## src/rtl/assembler.sv

```systemverilog
// Serialises a solved puzzle grid into UART bytes, two per row, under a send/transmit_done handshake.
// Optional macro ASSEMBLER_HEADER_EN prepends one {m[3:0], n[3:0]} header byte.
module assembler #(
    parameter int MAX_ROWS = 11,
    parameter int MAX_COLS = 11
) (
    input  logic                          clk,
    input  logic                          rst,
    input  logic                          valid_in,
    input  logic                          transmit_done,
    input  logic [MAX_ROWS*MAX_COLS-1:0]  solution,
    input  logic [$clog2(MAX_COLS)-1:0]   n,
    input  logic [$clog2(MAX_ROWS)-1:0]   m,
    output logic                          send,
    output logic [7:0]                    byte_out,
    output logic                          done
);

    localparam int CELLS = MAX_ROWS * MAX_COLS;
    localparam int NW    = $clog2(MAX_COLS);
    localparam int CW    = $clog2(2 * MAX_ROWS + 2) + 1;
`ifdef ASSEMBLER_HEADER_EN
    localparam int HDR = 1;
`else
    localparam int HDR = 0;
`endif

    localparam logic [1:0] IDLE   = 2'd0;
    localparam logic [1:0] SEND   = 2'd1;
    localparam logic [1:0] WAIT   = 2'd2;
    localparam logic [1:0] FINISH = 2'd3;

    logic [1:0]       state;
    logic [CELLS-1:0] sol_q;
    logic [NW-1:0]    n_q;
    logic [CW-1:0]    idx;
    logic [CW-1:0]    total;
    logic [CW-1:0]    nxt;
    logic [CW-1:0]    tot_in;
    logic             empty_in;

    // Row byte b of the grid: even b is the high byte {5'b0, w[10:8]}, odd b is w[7:0].
    function automatic logic [7:0] row_byte(input logic [CELLS-1:0] g,
                                            input logic [NW-1:0] nn,
                                            input logic [CW-1:0] b);
        logic [10:0] w;
        int          base;
        w    = '0;
        base = int'(b >> 1) * MAX_COLS;
        for (int c = 0; c < 11; c++)
            if (c < MAX_COLS && c < int'(nn) && base + c < CELLS)
                w[c] = g[base + c];
        return b[0] ? w[7:0] : {5'b0, w[10:8]};
    endfunction

    always_comb begin
        empty_in = (m == '0) || (n == '0) || (int'(m) > MAX_ROWS) || (int'(n) > MAX_COLS);
        tot_in   = empty_in ? CW'(HDR) : CW'(2 * int'(m) + HDR);
        nxt      = idx + CW'(1);
    end

    assign send = (state == SEND);
    assign done = (state == FINISH);

    always_ff @(posedge clk) begin
        if (!rst) begin
            state    <= IDLE;
            sol_q    <= '0;
            n_q      <= '0;
            idx      <= '0;
            total    <= '0;
            byte_out <= 8'h00;
        end else begin
            case (state)
                IDLE: if (valid_in) begin
                    sol_q <= solution;
                    n_q   <= n;
                    idx   <= '0;
                    total <= tot_in;
                    if (tot_in == '0) begin
                        state <= FINISH;
                    end else begin
                        state <= SEND;
`ifdef ASSEMBLER_HEADER_EN
                        byte_out <= {4'(m), 4'(n)};
`else
                        byte_out <= row_byte(solution, n, '0);
`endif
                    end
                end
                SEND: state <= WAIT;
                WAIT: if (transmit_done) begin
                    if (nxt < total) begin
                        idx      <= nxt;
                        byte_out <= row_byte(sol_q, n_q, nxt - CW'(HDR));
                        state    <= SEND;
                    end else begin
                        state <= FINISH;
                    end
                end
                default: state <= IDLE;
            endcase
        end
    end

endmodule

```

## config.mk

```make
export PLATFORM = sky130hd
export DESIGN_NAME = assembler
export DESIGN_NICKNAME = d
export VERILOG_FILES = /design/src/rtl/assembler.sv
export SDC_FILE = /design/constraint.sdc
export NUM_CORES = 1
export LEC_CHECK = 0
export CORE_MARGIN = 1
export CORE_UTILIZATION = 46
export CTS_CLUSTER_DIAMETER = 200
export CTS_CLUSTER_SIZE = 30
export DETAILED_ROUTE_END_ITERATION = 16
export PLACE_DENSITY = 0.72
export SKIP_LAST_GASP = 1
export SYNTH_ARGS = -nofsm -noshare
export SYNTH_HDL_FRONTEND = slang
export SYNTH_SLANG_ARGS = --single-unit
export TNS_END_PERCENT = 5
```

## constraint.sdc

```tcl
create_clock -name clk -period 6.9 [get_ports clk]
set_clock_uncertainty 0.2 [all_clocks]
set_input_delay 0.69 -clock clk [delete_from_list [all_inputs] [get_ports clk]]
set_output_delay 0.69 -clock clk [all_outputs]
set_load 0.005 [all_outputs]
```

Yosys cells after proc, flatten, opt, wreduce, memory -nomap -nowiden
Cells that the tools add are included.
{ "classes": {"add_sub_neg": 11, "n_mul": 1, "order_cmp": 39, "eq_ne": 7, "n_mux": 63, "reduce_logical": 23} }
{ "ops": {"columns": ["operator", "n"], "rows": [
  ["less-than comparator 32 x 8 -> 1 bit, second input constant", 10],
  ["less-than comparator 10 x 8 -> 1 bit, second input constant", 10],
  ["binary-select mux 1 bit (select 7 bit)", 11],
  ["adder 9 x 3 -> 10 bit, second input constant", 4],
  ["two-way mux 8 bit", 5],
  ["two-way mux 1 bit", 36],
  ["adder 9 x 4 -> 10 bit, second input constant", 3],
  ["less-than comparator 4 bit, first input constant", 6],
  ["adder 9 x 2 -> 10 bit, second input constant", 2],
  ["two-way mux 6 bit", 3],
  ["less-than comparator 3 x 4 -> 1 bit, first input constant", 4],
  ["one-hot mux 8 bit (2 select lines)", 1],
  ["one-hot mux 6 bit (2 select lines)", 1],
  ["logical AND 1 bit", 11],
  ["adder 9 x 1 -> 10 bit, second input constant", 1],
  ["less-than comparator 9 x 7 -> 1 bit, second input constant", 1],
  ["less-than comparator 9 x 8 -> 1 bit, second input constant", 1],
  ["multiplier 5 x 4 -> 9 bit, second input constant", 1],
  ["> comparator 4 bit, second input constant", 2],
  ["zero test 4 bit", 2],
  ["less-than comparator 1 x 4 -> 1 bit, first input constant", 2],
  ["less-than comparator 2 x 4 -> 1 bit, first input constant", 2],
  ["two-way mux 2 bit", 4],
  ["inequality test 2 bit, second input constant", 4],
  ["13 further kinds", 17]
]} }
{ "totals": {"register_bits": 147, "word_cells": 150} }

Logic depth before layout (Yosys ltp)
Gate-level depths: netlist (run 1).
{ "logic_depth": {"word_depth": 11, "ltp_mapped": 20, "ltp_nobuf": 17} }

Worst setup path after synthesis (run 1)
Ideal clock, no wire load.
{ "synth_timing": {"path_type": "flip-flop to flip-flop", "startpoint": "reg idx[0]", "endpoint": "reg byte_out[7]", "t_arrival_ps": 5381, "setup_slack_ps": 1199, "stages_incl_launch_ff": 18, "n_path_buf": 4, "cell_sequence": "dfxtp_1 ha_1 xnor2_4 clkinv_1 buf_2 buf_2 ha_1 ha_1 buf_2 clkinv_1 buf_1 ha_1 a21boi_0 xnor2_1 mux4_1 mux2_2 a32oi_1 a21oi_1"} }
{ "synth_between": {"elab_chain_cells": 11, "word_cells_on_any_way": 16, "cone_classes": "2 x add/sub; 1 x mul; 2 x order compare; 1 x eq/ne; 8 x mux; 2 x reduce/logical"} }
{ "synth_rtl": {"columns": ["item", "line", "source"], "rows": [
  ["start, declared", "36", "logic [CW-1:0] idx;"],
  ["start signal, assigned", "94", "idx <= nxt;"],
  ["adder 6 x 1 -> 6 bit *", "59", "nxt = idx + CW'(1);"],
  ["multiplier 5 x 4 -> 9 bit", "49", "base = int'(b >> 1) * MAX_COLS;"],
  ["adder 9 x 3 -> 10 bit", "51, 52", null],
  ["binary-select mux 1 bit (select 7 bit)", "52", "w[c] = g[base + c];"],
  ["two-way mux 1 bit (not written as such) (2 in series)", "52", null],
  ["two-way mux 1 bit", "51", "if (c < MAX_COLS && c < int'(nn) && base + c < CELLS)"],
  ["two-way mux 8 bit", "53", "return b[0] ? w[7:0] : {5'b0, w[10:8]};"],
  ["two-way mux 8 bit", "93", "if (nxt < total) begin"],
  ["two-way mux 8 bit", "92", "WAIT: if (transmit_done) begin"],
  ["one-hot mux 8 bit (2 select lines)", "74", "case (state)"],
  ["end signal, assigned", "87", "byte_out <= row_byte(solution, n, '0);"],
  ["end signal, assigned", "95", "byte_out <= row_byte(sol_q, n_q, nxt - CW'(HDR));"],
  ["end, declared", "15", "output logic [7:0] byte_out,"]
]} }
Mark *: on every way between the ends. The rest lies on a longest branch, timed or not. The select of a mux whose other input is x is not followed.
A chain may end at the register's enable or synchronous reset.

Final worst setup path (run 1)
{ "layout_timing": {"startpoint": "reg idx[2]", "endpoint": "reg byte_out[2]"} }
{ "layout_between": {"elab_chain_cells": 11, "word_cells_on_any_way": 23, "cone_classes": "3 x add/sub; 1 x mul; 3 x order compare; 1 x eq/ne; 12 x mux; 3 x reduce/logical"} }
{ "layout_rtl": {"columns": ["item", "line"], "rows": [
  ["adder 6 x 1 -> 6 bit *", "59"],
  ["multiplier 5 x 4 -> 9 bit", "49"],
  ["adder 9 x 4 -> 10 bit / adder 9 x 2 -> 10 bit (equally long branches)", "51, 52"],
  ["binary-select mux 1 bit (select 7 bit)", "52"],
  ["two-way mux 1 bit (not written as such) (2 in series)", "52"],
  ["two-way mux 1 bit", "51"],
  ["two-way mux 8 bit", "53"],
  ["two-way mux 8 bit", "93"],
  ["two-way mux 8 bit", "92"],
  ["one-hot mux 8 bit (2 select lines)", "74"]
]} }
Marked as above.

==> summary.md, run 1 <==
| Metric | Value |
|---|---|
| Crit end category | `register` |
| Core footprint | `~29000 µm²` |
| Worst setup SP type | `register` |
| Area of the multi-input gates | `just over 10000 µm²` |
| Crit path kind | `reg2reg` |
| Critical-path cell list | `and3_1 -> xor2_1 -> ha_1 -> ha_1 -> fa_1 -> clkinv_1 -> ha_1 -> a21oi_1 -> xnor2_1 -> nor3_1 -> nor4_1 -> o21ai_0 -> a311oi_1 -> nand4_1 -> a31oi_1` |
| Worst skew pair latency | `around 0.44 ns` |
| Antenna Nets Post-Route | `0` |
| Hold buffers post-CTS | `0` |
| Fin nets | `around 1.6k` |
| Number of vias per cell | `~6.4` |
| Clock Path Buffers | `2` |
| Post-synth top cells | `nand2_1, mux4_2, dfxtp_1, a21boi_0, mux2i_1` |
| Total GRT Usage | `between 20 and 30%` |
| Power, Total | `2.55 mW` |
| Yosys cell types | `72` |
| Rel. slew slack | `between 20% and 30%` |
| Vias after detailed routing | `around 12k` |
| Post-CTS setup buffers | `0` |
| RePlAce Congestion | `1.06` |
| Worst R2R End | `byte_out[2]$_SDFFE_PN0P_` |
| Final TNS setup | `0 ns` |
| Crit path to | `byte_out[2]$_SDFFE_PN0P_` |
| Dominant synthesized flop cell | `dfxtp_1` |
| Die Ht | `approximately 170 µm` |
| Synth warn | `0` |
| Die ar. | `30100 µm²` |
| Clk root buf | `clkbuf_16` |
| Vias in the first global route | `roughly 12k` |
| Starting Density | `between 40% and 50%` |
| Pwr/cell area | `161 nW/µm²` |
| # IOs | `about 140` |
| Worst hold slack | `~0.29 ns` |
| Wire per inst | `around 23 µm` |
| Fillers | `around 2.5k` |
| Initial DRC count | `around 1.3k` |
| Number of synthesized flops with an enable pin | `0` |
| FF+latch count, synth | `~150` |
| Crit path depth | `15` |
| Overflow after GRT | `0` |
| Slowest cell on crit path | `fa_1` |
| CP delay by family, top | `adder cells` |
| Yosys top cell area share | `between 20 and 30%` |
| Outcome | `complete, no violations` |
| Syn nets | `approximately 1.5k` |
| Router iterations before antenna repair | `5` |
| Drt total wl | `42500 µm` |
| Required arrival time at the worst endpoint | `between 7 and 8 ns` |
| Ranking of synthesized cells by area | `mux4_2, dfxtp_1, nand2_1` |
| Post-CTS Resized | `0` |
| VDD IR max | `roughly 0.15 mV` |
| Dpl hpwl | `between 30000 and 40000 µm` |
| Reg area | `2900 µm²` |
| Largest net degree at the start of global routing | `just under 90` |
| Mapped Area | `roughly 14000 µm²` |
| Design Area, Final | `around 16000 µm²` |
| Worst r2r path cells | `15` |
| Mapped Cells | `around 1.4k` |
| Worst reg2reg setup slack | `1.07 ns` |
| Asr flop ratio synth | `0%` |
| Number of I/O port buffers | `~140` |
| CTS tree | `yes` |
| Most used cell, CP | `ha_1` |
| CTS sink count | `between 100 and 150` |
| Static leakage | `roughly 5.2 nW` |
| Max H-tree Level | `4` |
| Area grow syn2layout | `16.6%` |
| Pins Over Slew Limit | `0` |
| Max Cap Viol | `0` |
| First-pass GRT wire length | `between 60000 and 70000 µm` |
| CP max FO | `13` |
| Min-delay worst type | `reg2reg` |
| Fin crit period | `5.83 ns` |
| Final setup violation count | `0` |
| Cell with the most instances after synthesis | `nand2_1` |
| Final hold violation count | `0` |
| Die Width | `173 µm` |
| Largest area contributor in the netlist | `mux4_2` |
| Residual DRC | `0` |
| Setup crit start | `idx[2]$_SDFFE_PN0P_` |
| CP max stage delay | `about 1.1 ns` |
| FMAX | `around 0.17 GHz` |
| Post-DP Area | `15200 µm²` |
| R2r startpoint | `idx[2]$_SDFFE_PN0P_` |
| Final worst path period share | `84.5%` |
| Avg Inst Size Synth | `about 10 µm²` |
| Initial antenna violation count | `1` |
| Share of layout cells above drive strength 1 | `19.6%` |
| Num rows | `62` |
| Worst-margin pin slew | `approximately 1.0 ns` |
| Worst-path clk slew | `about 0.07 ns` |
| Critical path arrival | `approximately 6 ns` |
| WP buf/inv | `1` |
| Num CTS Buffers | `17` |
| RSZ-0062 raised after global routing | `no` |
| Register area share after synthesis | `between 20% and 30%` |
[area by class of cell]
cell class | count | share of cell area [%]
Tap cell | 384 | 3.05
Sequential cell | 145 | 18.4
Antenna cell | 2 | 0.0317
Inverter | 20 | 0.492
Multi-Input combinational cell | 1075 | 63.8
Clock buffer | 20 | 2.90
Timing Repair Buffer | 174 | 10.5
Clock inverter | 12 | 0.769
[state kept, by name, indices dropped and copies added, names as in the netlist]
signal / flops
state: 2
idx: 6
n_q: 4
byte_out: 8
total: 4
sol_q: 121
[worst min-delay path, stage by stage, from the launching register on]
cell and delay, ns:
dfxtp_1 0.34, nand2_1 0.05, o21ai_0 0.07
[metrics by stage]
step / setup WS [ns] / std cells / util, %
after floorplan: 1.20 / 1350 / -
after global placement: 1.40 / 1798 / 52.8
after detailed placement: 1.31 / 1798 / 52.8
after CTS: 1.26 / 1830 / 54.8
after global routing: 0.897 / 1830 / 54.8
final: 1.07 / 1832 / 54.8
[cells in the final DEF, fill, tap and decap left out, drive strengths merged, types with 19 or more instances in the layout]
cell / count
a21boi: 127
a21oi: 28
buf: 33
clkbuf: 20
clkdlybuf4s50: 141
dfxtp: 145
ha: 35
inv: 23
mux2: 22
mux2i: 97
mux4: 181
nand2: 283
nand3: 25
nor2: 31
o21ai: 19
xnor2: 46
[cell families after synthesis]
family | Yosys count | share of synthesized area (%)
XOR/XNOR | 53 | 3.79
AND/OR/NAND/NOR | 427 | 13.8
buffers and inverters | 130 | 4.58
adder cells (fa/ha/maj) | 37 | 3.46
flip-flops | 145 | 21.5
AO/OA/AOI/OAI | 258 | 13.7
multiplexers | 300 | 39.2
[metal layers]
metal | wire (µm) | GRT usage, %
met1 | 17100 | 37.5
met4 | 1930 | 13.6
met5 | 0 | 0
met3 | 3670 | 6.97
met2 | 19800 | 45.2
[power by group]
group	switching, mW	internal (mW)	total, mW
clock	0.417	0.524	0.941
sequential	0.0815	0.900	0.981
combinational	0.304	0.321	0.625
[worst min-delay path by stage]
stage | start | endpoint | slack (ns) | cells after the start
final | byte_out[4]$_SDFFE_PN0P_ | byte_out[4]$_SDFFE_PN0P_ | 0.29 | 2
after global routing | sol_q[53]$_SDFFE_PN0P_ | sol_q[53]$_SDFFE_PN0P_ | 0.32 | 2
after CTS | byte_out[4]$_SDFFE_PN0P_ | byte_out[4]$_SDFFE_PN0P_ | 0.30 | 2
after detailed placement | byte_out[4]$_SDFFE_PN0P_ | byte_out[4]$_SDFFE_PN0P_ | 0.28 | 2
after global placement | byte_out[4]$_SDFFE_PN0P_ | byte_out[4]$_SDFFE_PN0P_ | 0.25 | 2
after floorplan | byte_out[3]$_SDFFE_PN0P_ | byte_out[3]$_SDFFE_PN0P_ | 0.25 | 2
Note: power is estimated with default switching activity, not from simulation.
==> inputs of run 2 (changes only) <==
- clock period: 6.9 -> 5.6 ns (I/O delays scaled with it)
==> run 2 against run 1 <==
Compared with the run above: design area grew 1.2%; via count grew 0.47%; count of clock-buffer cells in the layout shrank 1; maximum frequency grew 12%; wire length grew 1.1%; sequential power grew 22%; core utilization grew 0.64 points; power grew 27%; non-clock buffer count grew 15; die area is the same.
==> summary.md, run 2 (same netlist as run 1, synthesis figures left out) <==
| Metric | Value |
|---|---|
| Initial DRC count | `between 1k and 1.5k` |
| Starting Density | `approximately 47%` |
| Worst-margin pin slew | `a little over 1 ns` |
| Static leakage | `between 5 and 6 nW` |
| Worst r2r path cells | `16` |
| Core footprint | `between 20000 and 30000 µm²` |
| VDD IR max | `between 0.15 and 0.2 mV` |
| Total GRT Usage | `29.0%` |
| FMAX | `between 0.15 and 0.2 GHz` |
| Residual DRC | `0` |
| First-pass GRT wire length | `67300 µm` |
| Num CTS Buffers | `17` |
| Min-delay worst type | `reg2reg` |
| Antenna Nets Post-Route | `0` |
| Vias after detailed routing | `about 12k` |
| Ant. Diodes | `0` |
| Worst reg2reg setup slack | `0.41 ns` |
| Layout Utilization | `approximately 55%` |
| Worst setup SP type | `register` |
| Critical-path cell list | `ha_4 -> nand3_1 -> xnor2_1 -> ha_1 -> fa_1 -> buf_4 -> clkinv_1 -> ha_1 -> a21oi_1 -> xnor2_1 -> mux4_2 -> o2111ai_1 -> o21ai_0 -> a311oi_1 -> nand4_1 -> a31oi_1` |
| Die ar. | `30100 µm²` |
| R2r startpoint | `idx[0]$_SDFFE_PN0P_` |
| Worst skew pair latency | `0.45 ns` |
| Slowest cell on crit path | `fa_1` |
| CTS tree | `yes` |
| Share of layout cells above drive strength 1 | `20.6%` |
| Post-DP Area | `15300 µm²` |
| Fin crit period | `between 5 and 6 ns` |
| Vias in the first global route | `approximately 11k` |
| Num rows | `62` |
| Area grow syn2layout | `18.0%` |
| Hold path startpoint | `byte_out[3]$_SDFFE_PN0P_` |
| CP delay by family, top | `adder cells` |
| Design Area, Final | `16000 µm²` |
| Worst-path clk slew | `about 0.09 ns` |
| Crit end category | `register` |
| # IOs | `roughly 140` |
| Max H-tree Level | `4` |
| Largest regs | `sol_q x121, byte_out x8, idx x6` |
| Clk root buf | `clkbuf_16` |
| Clock Path Buffers | `2` |
| RSZ-0062 raised after global routing | `no` |
| Final worst path period share | `approximately 93%` |
| Critical path arrival | `roughly 5.4 ns` |
| Most common cell after layout, fill and taps aside | `nand2_1` |
| Most flop-heavy register | `sol_q` |
| Drt total wl | `approximately 43000 µm` |
| Max Cap Viol | `0` |
| Final setup violation count | `0` |
| RePlAce Congestion | `slightly below 1` |
| WP buf/inv | `2` |
| Worst Hold Depth | `2` |
| Outcome | `complete, no violations` |
| Number of vias per cell | `6.43` |
| Wire per inst | `roughly 23 µm` |
| Initial antenna violation count | `0` |
| CP max stage delay | `0.72 ns` |
| Dpl hpwl | `around 32000 µm` |
| CTS sink count | `about 150` |
| Hold endpoint | `byte_out[3]$_SDFFE_PN0P_` |
| Number of I/O port buffers | `around 140` |
| Crit path kind | `reg2reg` |
| Pins Over Slew Limit | `0` |
| Die Ht | `between 150 and 200 µm` |
| Final hold violation count | `0` |
| Overflow after GRT | `0` |
| Die Width | `approximately 170 µm` |
| Rel. slew slack | `about a third` |
| Largest net degree at the start of global routing | `91` |
| Pwr/cell area | `about 200 nW/µm²` |
| Largest register FFs | `121` |
| Fin nets | `1617` |
| Worst R2R End | `byte_out[2]$_SDFFE_PN0P_` |
| CP max FO | `14` |
| Most frequent cells in the layout | `nand2_1, mux4_2, dfxtp_1` |
| Router iterations before antenna repair | `5` |
| Required arrival time at the worst endpoint | `slightly below 6 ns` |
run 2: worst reg2reg max path, stage by stage, from the launching register on:
cell and delay, ns:
dfxtp_1 0.45, ha_4 0.21, nand3_1 0.10, xnor2_1 0.44, ha_1 0.36, fa_1 0.72
buf_4 0.31, clkinv_1 0.12, ha_1 0.26, a21oi_1 0.39, xnor2_1 0.35, mux4_2 0.44
o2111ai_1 0.11, o21ai_0 0.12, a311oi_1 0.23, nand4_1 0.13, a31oi_1 0.18
run 2: per-stage QoR:
step | worst slack (ns) | std cells | TNS [ns] | total power, mW | hold slack [ns]
2_1_floorplan | -0.0723 | 1350 | -0.0826 | 1.70 | 0.249
5_1_grt | 0.0878 | 1845 | 0 | 3.35 | 0.308
3_5_place_dp | 0.444 | 1813 | 0 | 1.99 | 0.285
3_3_place_gp | 0.620 | 1813 | 0 | 1.98 | 0.272
4_1_cts | 0.401 | 1845 | 0 | 3.23 | 0.293
6_report | 0.410 | 1845 | 0 | 3.24 | 0.288
run 2: where the power goes:
part           total, mW  switching [mW]  internal, mW
clock               1.25           0.548         0.702
combinational      0.782           0.383         0.399
sequential          1.20          0.0966          1.11
run 2: area by class of cell:
cell class,instances,area [µm²]
clock buffer,19,453
tap,384,480
clock inverter,13,169
sequential,145,2900
fill,2477,12800
multi-input combinational,1075,10100
inverter,20,77.6
timing repair buffer,189,1800
run 2: how the worst max path moves through the flow:
stage	startpoint	to	slack, ns	cells after the start
floorplan	idx[0]$_SDFFE_PN0P_	byte_out[2]$_SDFFE_PN0P_	-0.07	18
global placement	idx[0]$_SDFFE_PN0P_	byte_out[0]$_SDFFE_PN0P_	0.62	17
detailed placement	idx[0]$_SDFFE_PN0P_	byte_out[0]$_SDFFE_PN0P_	0.44	17
CTS	idx[0]$_SDFFE_PN0P_	byte_out[0]$_SDFFE_PN0P_	0.40	17
global route	idx[0]$_SDFFE_PN0P_	byte_out[0]$_SDFFE_PN0P_	0.09	17
finish	idx[0]$_SDFFE_PN0P_	byte_out[2]$_SDFFE_PN0P_	0.41	16
run 2: per-layer routing:
metal,global-route usage [%],vias to the layer above,part of all wire [%]
li1,-,5315,-
met1,38.4,5841,41
met2,46.4,593,47
met3,4.54,106,7.3
met4,13.8,0,4.6
met5,0,-,0
run 2: what timing repair did:
action | CTS | global route
hold buffers | 0 | 0
buffers inserted | 0 | 0
endpoints found under the hold margin | 0 | 0
setup endpoints to repair | 0 | 1
gates resized for setup | 0 | 1
==> inputs of run 3 (changes only) <==
- HOLD_SLACK_MARGIN: default -> 0.1
- RECOVER_POWER: default -> 25
- SETUP_SLACK_MARGIN: default -> 0.02
==> run 3 against run 2 <==
Compared with the run above: the run now ends with capacitance limit, slew limit left; worst setup slack lost 0.022 ns; clock power about the same; maximum frequency shrank 0.43%; core utilization shrank 0.065 points; wire length is 0.12% higher; largest cell class unchanged; highest routed layer unchanged.
==> summary.md, run 3 (same netlist as run 1, synthesis figures left out) <==
| Metric | Value |
|---|---|
| Clock Path Buffers | `2` |
| Crit path kind | `reg2reg` |
| Worst-margin pin slew | `slightly below 3 ns` |
| Dpl hpwl | `~32000 µm` |
| # IOs | `about 140` |
| Pins Over Slew Limit | `230` |
| CTS sink count | `roughly 150` |
| Power, Total | `around 3.2 mW` |
| Worst setup SP type | `register` |
| Reg area | `2900 µm²` |
| Part of the power in registers | `37.2%` |
| Sw power | `1.03 mW` |
| Clock power share | `around two fifths` |
| Worst skew pair latency | `between 0.4 and 0.5 ns` |
| Residual DRC | `0` |
| Number of I/O port buffers | `142` |
| VDD IR max | `~0.18 mV` |
| Worst-path clk slew | `0.09 ns` |
| Pint | `about 2.2 mW` |
| Hold endpoint | `byte_out[3]$_SDFFE_PN0P_` |
| Total GRT Usage | `between 20% and 30%` |
| R2r startpoint | `idx[0]$_SDFFE_PN0P_` |
| Crit end category | `register` |
| Die Width | `~170 µm` |
| Share of layout cells above drive strength 1 | `roughly 20%` |
| CTS tree | `yes` |
| Failing checks | `capacitance limit, slew limit` |
| FMAX | `~0.19 GHz` |
| Hold path startpoint | `byte_out[3]$_SDFFE_PN0P_` |
| Max Cap Viol | `4` |
| Drt total wl | `43000 µm` |
| Worst r2r path cells | `16` |
| Largest register FFs | `121` |
| Vias in the first global route | `11.5k` |
| Most frequent cells in the layout | `nand2_1, mux4_2, dfxtp_1` |
| Num CTS Buffers | `17` |
| Critical path arrival | `around 5.4 ns` |
| Worst Hold Depth | `2` |
| RePlAce Congestion | `roughly 1` |
| Number of vias per cell | `roughly 6.4` |
| Overflow after GRT | `0` |
| Fin nets | `around 1.6k` |
| Final worst path period share | `between 90 and 100%` |
| Fillers | `2480` |
| Vias after detailed routing | `around 12k` |
| Post-Layout Cell Count | `between 1.5k and 2k` |
| Area of the multi-input gates | `~10000 µm²` |
| Max H-tree Level | `4` |
| Final setup violation count | `0` |
| Largest regs | `sol_q x121, byte_out x8, idx x6` |
| Switch share | `between 30% and 40%` |
| Area grow syn2layout | `17.8%` |
| Layout Utilization | `55.4%` |
| Starting Density | `47.0%` |
| Logic pwr share | `about 24%` |
| Post-DP Area | `between 15000 and 20000 µm²` |
| Router iterations before antenna repair | `6` |
| Rel. slew slack | `-94.7%` |
| Ant. Diodes | `0` |
| Worst R2R End | `byte_out[2]$_SDFFE_PN0P_` |
| Die ar. | `between 30000 and 40000 µm²` |
| Clk root buf | `clkbuf_16` |
| Num rows | `62` |
| Outcome | `finished with violations` |
| Core footprint | `28800 µm²` |
| Largest net degree at the start of global routing | `~90` |
| Hold buffers post-CTS | `0` |
| Final TNS setup | `0 ns` |
| Initial antenna violation count | `0` |
| Pwr/cell area | `203 nW/µm²` |
| Die Ht | `about 170 µm` |
| Worst reg2reg setup slack | `~0.39 ns` |
| Placed insts | `~1.8k` |
| Required arrival time at the worst endpoint | `5.76 ns` |
| Design Area, Final | `about 16000 µm²` |
| First-pass GRT wire length | `67300 µm` |
| RSZ-0062 raised after global routing | `no` |
| Most common cell after layout, fill and taps aside | `nand2_1` |
| Fin crit period | `about 5.2 ns` |
| CP max FO | `14` |
| Initial DRC count | `about 1.2k` |
| Min-delay worst type | `reg2reg` |
| Final hold violation count | `0` |
| Antenna Nets Post-Route | `0` |
| Wire per inst | `~23 µm` |
| Most flop-heavy register | `sol_q` |
| Static leakage | `~5.4 nW` |
## run 3: changes by cell type in the layout (fill, tap and decap cells not counted)
cell / previous run / this run
buf_4: 46 / 43
clkbuf_1: 0 / 3
clkdlybuf4s50_1: 141 / 130
dlygate4sd3_1: 0 / 11
nor2_1: 30 / 31
nor2_4: 1 / 0
## run 3: critical path, stage by stage (launching register included)
cell       delay, ns
dfxtp_1         0.45
ha_4            0.21
nand3_1         0.10
xnor2_1         0.43
ha_1            0.36
fa_1            0.72
buf_4           0.31
clkinv_1        0.12
ha_1            0.26
a21oi_1         0.40
xnor2_1         0.35
mux4_2          0.44
o2111ai_1       0.11
o21ai_0         0.12
a311oi_1        0.23
nand4_1         0.12
a31oi_1         0.17
## run 3: layout make-up
cell class | instances | share of cell area [%]
inverters | 20 | 0.487
clock inverters | 13 | 1.06
flip-flops and latches | 145 | 18.2
clock buffers | 19 | 2.84
repair buffers | 189 | 11.2
multi-input cells | 1075 | 63.2
well taps | 384 | 3.01
## run 3: how the worst max path moves through the flow
stage / startpoint / endpoint / slack (ns) / cells after the start
after floorplan: idx[0]$_SDFFE_PN0P_ / byte_out[2]$_SDFFE_PN0P_ / -0.07 / 18
after global placement: idx[0]$_SDFFE_PN0P_ / byte_out[0]$_SDFFE_PN0P_ / 0.62 / 17
after detailed placement: idx[0]$_SDFFE_PN0P_ / byte_out[0]$_SDFFE_PN0P_ / 0.44 / 17
after CTS: idx[0]$_SDFFE_PN0P_ / byte_out[0]$_SDFFE_PN0P_ / 0.40 / 17
after global routing: idx[0]$_SDFFE_PN0P_ / byte_out[0]$_SDFFE_PN0P_ / 0.08 / 17
final: idx[0]$_SDFFE_PN0P_ / byte_out[2]$_SDFFE_PN0P_ / 0.39 / 16
## run 3: power groups by stage
stage	Combinational, mW	Clock (mW)	Sequential, mW
floorplan	0.516	0	1.19
global placement	0.758	0	1.22
detailed placement	0.769	0	1.23
CTS	0.774	1.26	1.20
global route	0.837	1.30	1.22
finish	0.784	1.25	1.20
## run 3: timing repair
item / in CTS / in global routing
buffers inserted: 0 / 0
gates resized for setup: 0 / 1
setup endpoints to repair: 0 / 1
## run 3: stage by stage
step                      worst slack, ns  hold slack, ns
after CTS                           0.401           0.293
final                               0.388           0.285
after detailed placement            0.444           0.285
after global routing               0.0823           0.305
after floorplan                   -0.0723           0.249
after global placement              0.620           0.272
## run 3: layer usage
| layer | wire length, µm | GRT usage (%) |
|---|---|---|
| met5 | 0 | 0 |
| met2 | 20200 | 46.4 |
| met4 | 1960 | 13.8 |
| met1 | 17600 | 38.4 |
| met3 | 3240 | 4.54 |
